## src/rtl/vga_pkg.sv

```systemverilog
// Shared VGA definitions: 640x480@60 timing, pixel/colour types and the
// control word carried alongside the fetch pipeline.
package vga_pkg;

    localparam int H_VISIBLE = 640;
    localparam int H_FRONT   = 16;
    localparam int H_SYNC    = 96;
    localparam int H_BACK    = 48;
    localparam int H_TOTAL   = 800;

    localparam int V_VISIBLE = 480;
    localparam int V_FRONT   = 10;
    localparam int V_SYNC    = 2;
    localparam int V_BACK    = 33;
    localparam int V_TOTAL   = 525;

    typedef logic [9:0] coord_t;

    typedef struct packed {
        logic [7:0] r;
        logic [7:0] g;
        logic [7:0] b;
    } rgb_t;

    typedef enum logic {
        ST_UNSYNC,
        ST_SYNC
    } sync_state_t;

    // Syncs are active-low, so the idle word keeps them high.
    typedef struct packed {
        logic h_sync;
        logic v_sync;
        logic de;
        logic valid;
    } ctl_t;

    localparam ctl_t CTL_IDLE = '{h_sync: 1'b1, v_sync: 1'b1, de: 1'b0, valid: 1'b0};

    function automatic int lat_total(input int mem_lat);
        return mem_lat + 2;
    endfunction

endpackage

```

## src/rtl/vga_delay_line.sv

```systemverilog
// Fixed-depth shift register with synchronous reset of every stage to RESET_VAL.
module vga_delay_line #(
    parameter int                WIDTH     = 4,
    parameter int                DEPTH     = 3,
    parameter logic [WIDTH-1:0]  RESET_VAL = '0
) (
    input  logic             clk,
    input  logic             reset,
    input  logic [WIDTH-1:0] i_d,
    output logic [WIDTH-1:0] o_q
);

    logic [DEPTH-1:0][WIDTH-1:0] r_stage;

    always_ff @(posedge clk) begin
        if (reset) begin
            r_stage <= {DEPTH{RESET_VAL}};
        end else begin
            r_stage[0] <= i_d;
            for (int i = 1; i < DEPTH; i++) begin
                r_stage[i] <= r_stage[i-1];
            end
        end
    end

    assign o_q = r_stage[DEPTH-1];

endmodule

```

## src/rtl/vga_frame_fetch.sv

```systemverilog
// Turns timing-generator coordinates into image-memory reads and re-aligns
// sync/DE with the returned pixel data. Row address is tracked incrementally.
module vga_frame_fetch
    import vga_pkg::*;
#(
    parameter int IMG_W   = 640,
    parameter int IMG_H   = 480,
    parameter int SCALE   = 1,
    parameter int MEM_LAT = 1,
    parameter int AW      = $clog2(IMG_W*IMG_H)
) (
    input  logic          clk,
    input  logic          reset,
    input  logic          h_sync,
    input  logic          v_sync,
    input  logic          DE,
    input  logic [9:0]    x_pixel,
    input  logic [9:0]    y_pixel,
    output logic [AW-1:0] mem_addr,
    output logic          mem_rd_en,
    input  logic [23:0]   mem_rdata,
    output logic          h_sync_o,
    output logic          v_sync_o,
    output logic          DE_o,
    output logic [7:0]    r_port,
    output logic [7:0]    g_port,
    output logic [7:0]    b_port
);

    localparam int            L       = lat_total(MEM_LAT);
    localparam coord_t        IMG_W_C = coord_t'(IMG_W);
    localparam coord_t        IMG_H_C = coord_t'(IMG_H);
    localparam logic [AW-1:0] W_A     = AW'(IMG_W);

    coord_t        w_sx, w_sy;
    logic          w_in_img, w_synced, w_fetch;
    logic [AW-1:0] w_row_next, w_addr_next;

    sync_state_t   r_state, w_state_nxt;
    coord_t        r_prev_y;
    logic [AW-1:0] r_row_base;
    logic [AW-1:0] r_mem_addr;
    logic          r_mem_rd_en;
    rgb_t          r_rgb;

    ctl_t          w_ctl_in, w_ctl_out;

    assign w_sx     = x_pixel >> (SCALE-1);
    assign w_sy     = y_pixel >> (SCALE-1);
    assign w_in_img = DE && (w_sx < IMG_W_C) && (w_sy < IMG_H_C);
    assign w_fetch  = w_in_img && w_synced;

    // Frame lock: until a y==0 line is seen, row_base is meaningless.
    always_ff @(posedge clk) begin
        if (reset) r_state <= ST_UNSYNC;
        else       r_state <= w_state_nxt;
    end

    always_comb begin
        w_state_nxt = r_state;
        w_synced    = 1'b0;
        case (r_state)
            ST_UNSYNC: begin
                if (y_pixel == '0) begin
                    w_state_nxt = ST_SYNC;
                    w_synced    = 1'b1;
                end
            end
            ST_SYNC:   w_synced = 1'b1;
            default:   w_state_nxt = ST_UNSYNC;
        endcase
    end

    // With 2x scaling a source row spans two screen lines; advance on even ones.
    always_comb begin
        w_row_next = r_row_base;
        if (y_pixel == '0) begin
            w_row_next = '0;
        end else if ((y_pixel != r_prev_y) && ((SCALE == 1) || !y_pixel[0])) begin
            w_row_next = r_row_base + W_A;
        end
    end

    assign w_addr_next = w_row_next + AW'(w_sx);

    always_ff @(posedge clk) begin
        if (reset) begin
            r_row_base  <= '0;
            r_prev_y    <= '0;
            r_mem_addr  <= '0;
            r_mem_rd_en <= 1'b0;
        end else begin
            r_row_base  <= w_row_next;
            r_prev_y    <= y_pixel;
            r_mem_rd_en <= w_fetch;
            if (w_fetch) r_mem_addr <= w_addr_next;
        end
    end

    assign w_ctl_in = '{h_sync: h_sync, v_sync: v_sync, de: DE, valid: w_fetch};

    vga_delay_line #(
        .WIDTH     ($bits(ctl_t)),
        .DEPTH     (L),
        .RESET_VAL (CTL_IDLE)
    ) u_ctl_dly (
        .clk   (clk),
        .reset (reset),
        .i_d   (w_ctl_in),
        .o_q   (w_ctl_out)
    );

    // Read data is captured as it arrives; the delayed valid flag blanks it,
    // so late returns after a reset never reach the pins.
    always_ff @(posedge clk) begin
        if (reset) r_rgb <= '0;
        else       r_rgb <= rgb_t'(mem_rdata);
    end

    assign mem_addr  = r_mem_addr;
    assign mem_rd_en = r_mem_rd_en;
    assign h_sync_o  = w_ctl_out.h_sync;
    assign v_sync_o  = w_ctl_out.v_sync;
    assign DE_o      = w_ctl_out.de;
    assign r_port    = w_ctl_out.valid ? r_rgb.r : 8'h00;
    assign g_port    = w_ctl_out.valid ? r_rgb.g : 8'h00;
    assign b_port    = w_ctl_out.valid ? r_rgb.b : 8'h00;

endmodule

```

## config.mk

```make
export PLATFORM = sky130hd
export DESIGN_NAME = vga_frame_fetch
export DESIGN_NICKNAME = d
export VERILOG_FILES = /design/src/rtl/vga_pkg.sv /design/src/rtl/vga_delay_line.sv /design/src/rtl/vga_frame_fetch.sv
export SDC_FILE = /design/constraint.sdc
export NUM_CORES = 1
export LEC_CHECK = 0
export BUFFER_PORTS_ARGS = -buffer_cell sky130_fd_sc_hd__buf_2
export CAP_MARGIN = 15
export CORE_ASPECT_RATIO = 0.7
export CORE_MARGIN = 2
export CORE_UTILIZATION = 35
export CTS_CLUSTER_DIAMETER = 80
export DETAILED_ROUTE_END_ITERATION = 6
export PLACE_DENSITY = 0.62
export SYNTH_ARGS = -nofsm -noshare
export SYNTH_HDL_FRONTEND = slang
export SYNTH_HIERARCHICAL = 1
export SYNTH_SLANG_ARGS = --single-unit
```

## constraint.sdc

```tcl
create_clock -name clk -period 5.9 [get_ports clk]
set_clock_uncertainty 0.2 [all_clocks]
set_input_delay 0.59 -clock clk [delete_from_list [all_inputs] [get_ports clk]]
set_output_delay 0.59 -clock clk [all_outputs]
set_load 0.05 [all_outputs]
```

==> qor.yml <==
outcome:
  status: "finished, final reports clean"
global_routing:
  grt_pass1_vias: 2912
  grt_start_max_net_pins: 88
  antenna_found_initial: 0
  grtUsageTotal_pct: 14.7
  grt_overflow_total: 0
  grt_first_pass_wirelength_um: 14100
timing:
  relSlewSlack_pct: 42.3
  setup_tns_ps: 0
  fin_ws_ps: 1880
  fmax_ghz: 0.249
  post-route-period-util_pct: 68.1
  post-route-min-period_ps: 4020
  setup_violations: 0
  worst_hold_slack_ps: 203
  report.final.slew_viol_count: 0
  worstMarginPinSlew_ps: 865
  final_hold_viol_count: 0
  grt_setup_unrepaired: "false"
cells_and_area:
  antenna_cells: 0
  fin_util_pct: 43.5
  fill_cells: 1096
  multi_input_area_mm2: 0.00202
  nNetsFinal: 573
  synthToLayoutAreaGrowth_pct: 21.8
  regArea_mm2: 0.00172
  stdcell_count: 670
  final_layout_size_suffix_gt1_share_pct: 24.8
setup_path:
  worstReg2RegStart: "r_prev_y[7]"
  crit_slowest_cell: "nor2_1"
  crit_type: "in2reg"
  max_stage_delay_ps: 600
  path_delay_family: "simple AND/OR/NAND/NOR gates"
  crit_required_ps: 5930
  path_buf_inv: 1
  path_max_fanout: 11
  worstPathArrival_ps: 4050
  crit_path_cell_trace: "buf_2 -> xor2_1 -> nor2_1 -> and3_1 -> xor2_1 -> nor2_1 -> ha_1 -> a21oi_1 -> a311oi_1 -> nor2_1 -> or4_1 -> a311oi_1"
  end_kind: "register"
  path_common_cell: "nor2_1"
  cp-startpoint: "y_pixel[7]"
  cp-start-kind: "input pin"
floorplanning:
  pin_count: 96
  fp-row-count: 32
  fp.dieArea_mm2: 0.0121
  fp.dieH_um: 92.5
  core_mm2: 0.0110
  fp.dieW_um: 130
  initial_core_util_pct: 35.7
placed_design:
  gp_congestion: 0.838
  portBuffers: 95
  pre_cts_slack_ps: 1590
  place_hpwl_um: 6160
  dp.cells: 654
clock_network:
  numCtsBuffers: 9
  clock-sinks: 86
  post_cts_resize_count: 0
  post-cts-setup-buffers: 0
  clock_path_buffers: 2
  hold_buffers: 0
  root_buffer: "clkbuf_16"
  path_clk_slew_ps: 70
  cts_max_level: 3
  clkLatencyLatePin_ps: 340
  cts_tree: "yes"
routing:
  wire_per_inst_um: 13.1
  drt_drc_violations_left: 0
  antenna_left: 0
  vias_per_cell: 4.77
  routed_wl_um: 8780
  drt-initial-drc-count: 211
  via_count: 3194
  drt_pass1_iterations: 4
synth:
  synth_seq_cells: 86
  yosys-top-cells-area: "dfxtp_1, nor2b_1, and2_1"
  syn_avg_cell_area_um2: 9.13
  async_flop_share_pct: 0
  synth_cell_type_count: 55
  ys_seq_area_share_pct: 43.9
  synthCells: 429
  netlist_area_mm2: 0.00392
  yosys.area.top_type_share_pct: 43.9
  synth-edff-count: 0
  syn_nets: 490
  yosys.area.top_type: "dfxtp_1"
  ys.flop_type: "dfxtp_1"
  yosys_warnings: 6
pwr:
  ir_worst_vdd_v: 0.000167
  p_per_area_mw_per_mm2: 274
  total_leakage_power_uw: 0.00206
job:
  drv_cap: 0
worst_hold_path:
  min_path_type: "reg2reg"
  hold_start: "u_ctl_dly/r_stage[7]"
[flip-flops by register name, indices dropped and copies added, names as in the netlist]
signal             flops
mem_addr              19
mem_rd_en              1
r_prev_y              10
r_rgb                 24
r_row_base            19
r_state                1
u_ctl_dly/o_q          4
u_ctl_dly/r_stage      8
[layout by cell type, fill, tap and decap left out, drive strengths merged, types with 13 or more instances in the layout]
cell	count
buf	100
dfxtp	86
nor2b	46
nor2	35
nand2	34
and2	32
xor2	17
a21oi	13
or2	13
[report_power, final]
| group | switching [µW] | total (µW) | internal (µW) | leakage (µW) |
|---|---|---|---|---|
| clock | 243 | 576 | 334 | 0.000148 |
| combinational | 69.8 | 122 | 51.8 | 0.00121 |
| sequential | 10.3 | 610 | 600 | 0.000705 |
| total | 323 | 1310 | 985 | 0.00206 |
[synthesized netlist by cell type (3+ instances only)]
cell      count
dfxtp_1      86
nor2b_1      46
nor2_1       35
nand2_1      34
and2_1       32
xor2_1       17
clkbuf_1     16
a21oi_1      13
ha_1         11
xnor2_1      11
nor3_1        9
a311oi_1      8
or2_1         8
a31oi_1       7
a211oi_1      6
or4_1         6
inv_1         5
and3_1        4
buf_4         4
buf_6         4
nand3_1       4
nand3b_1      4
o31ai_1       4
or2_2         4
a21o_1        3
a311oi_2      3
buf_2         3
nor4_1        3
o21ai_0       3
[metrics by stage]
stage | area [µm²] | total power (µW)
3_3_place_gp | 4470 | 741
3_5_place_dp | 4470 | 743
2_1_floorplan | 3920 | 707
4_1_cts | 4770 | 1320
6_report | 4770 | 1310
5_1_grt | 4770 | 1370
[area by class of cell]
cell class	count	share of cell area, %
well taps	153	4.01
inverters	6	0.472
clock buffers	9	4.72
clock inverters	7	1.68
repair buffers	100	10.7
multi-input cells	309	42.3
flip-flops and latches	86	36.1
[layer usage]
metal | part of all wire, % | track usage [%] | routed length, µm | vias to the layer above
li1 | - | - | - | 1628
met1 | 51 | 21.1 | 4490 | 1455
met2 | 41 | 21.1 | 3580 | 104
met3 | 7.2 | 5.14 | 631 | 7
met4 | 0.88 | 3.63 | 77 | 0
met5 | 0 | 0 | 0 | -
[final timing paths]
kind | end | slack, ps | cells past startpoint
worst max-delay path | mem_addr[16] | 1880 | 12
worst min-delay path | u_ctl_dly/o_q[3] | 200 | 1
worst max register to register | mem_addr[16] | 1970 | 11
worst min register to register | u_ctl_dly/o_q[3] | 200 | 1
[logic make-up (layout without fill, tap and decap cells)]
family,Yosys count,after routing,share of synthesized area (%)
adders and majority gates,12,12,4.02
and+or+nand+nor,205,205,29.1
buffers and inverters,34,122,4.50
muxes,2,2,0.511
DFF,86,86,43.9
xor gates and xnor gates,28,28,6.26
AOI/OAI and AO/OA,62,62,11.7
(Power assumes the default switching activity.)
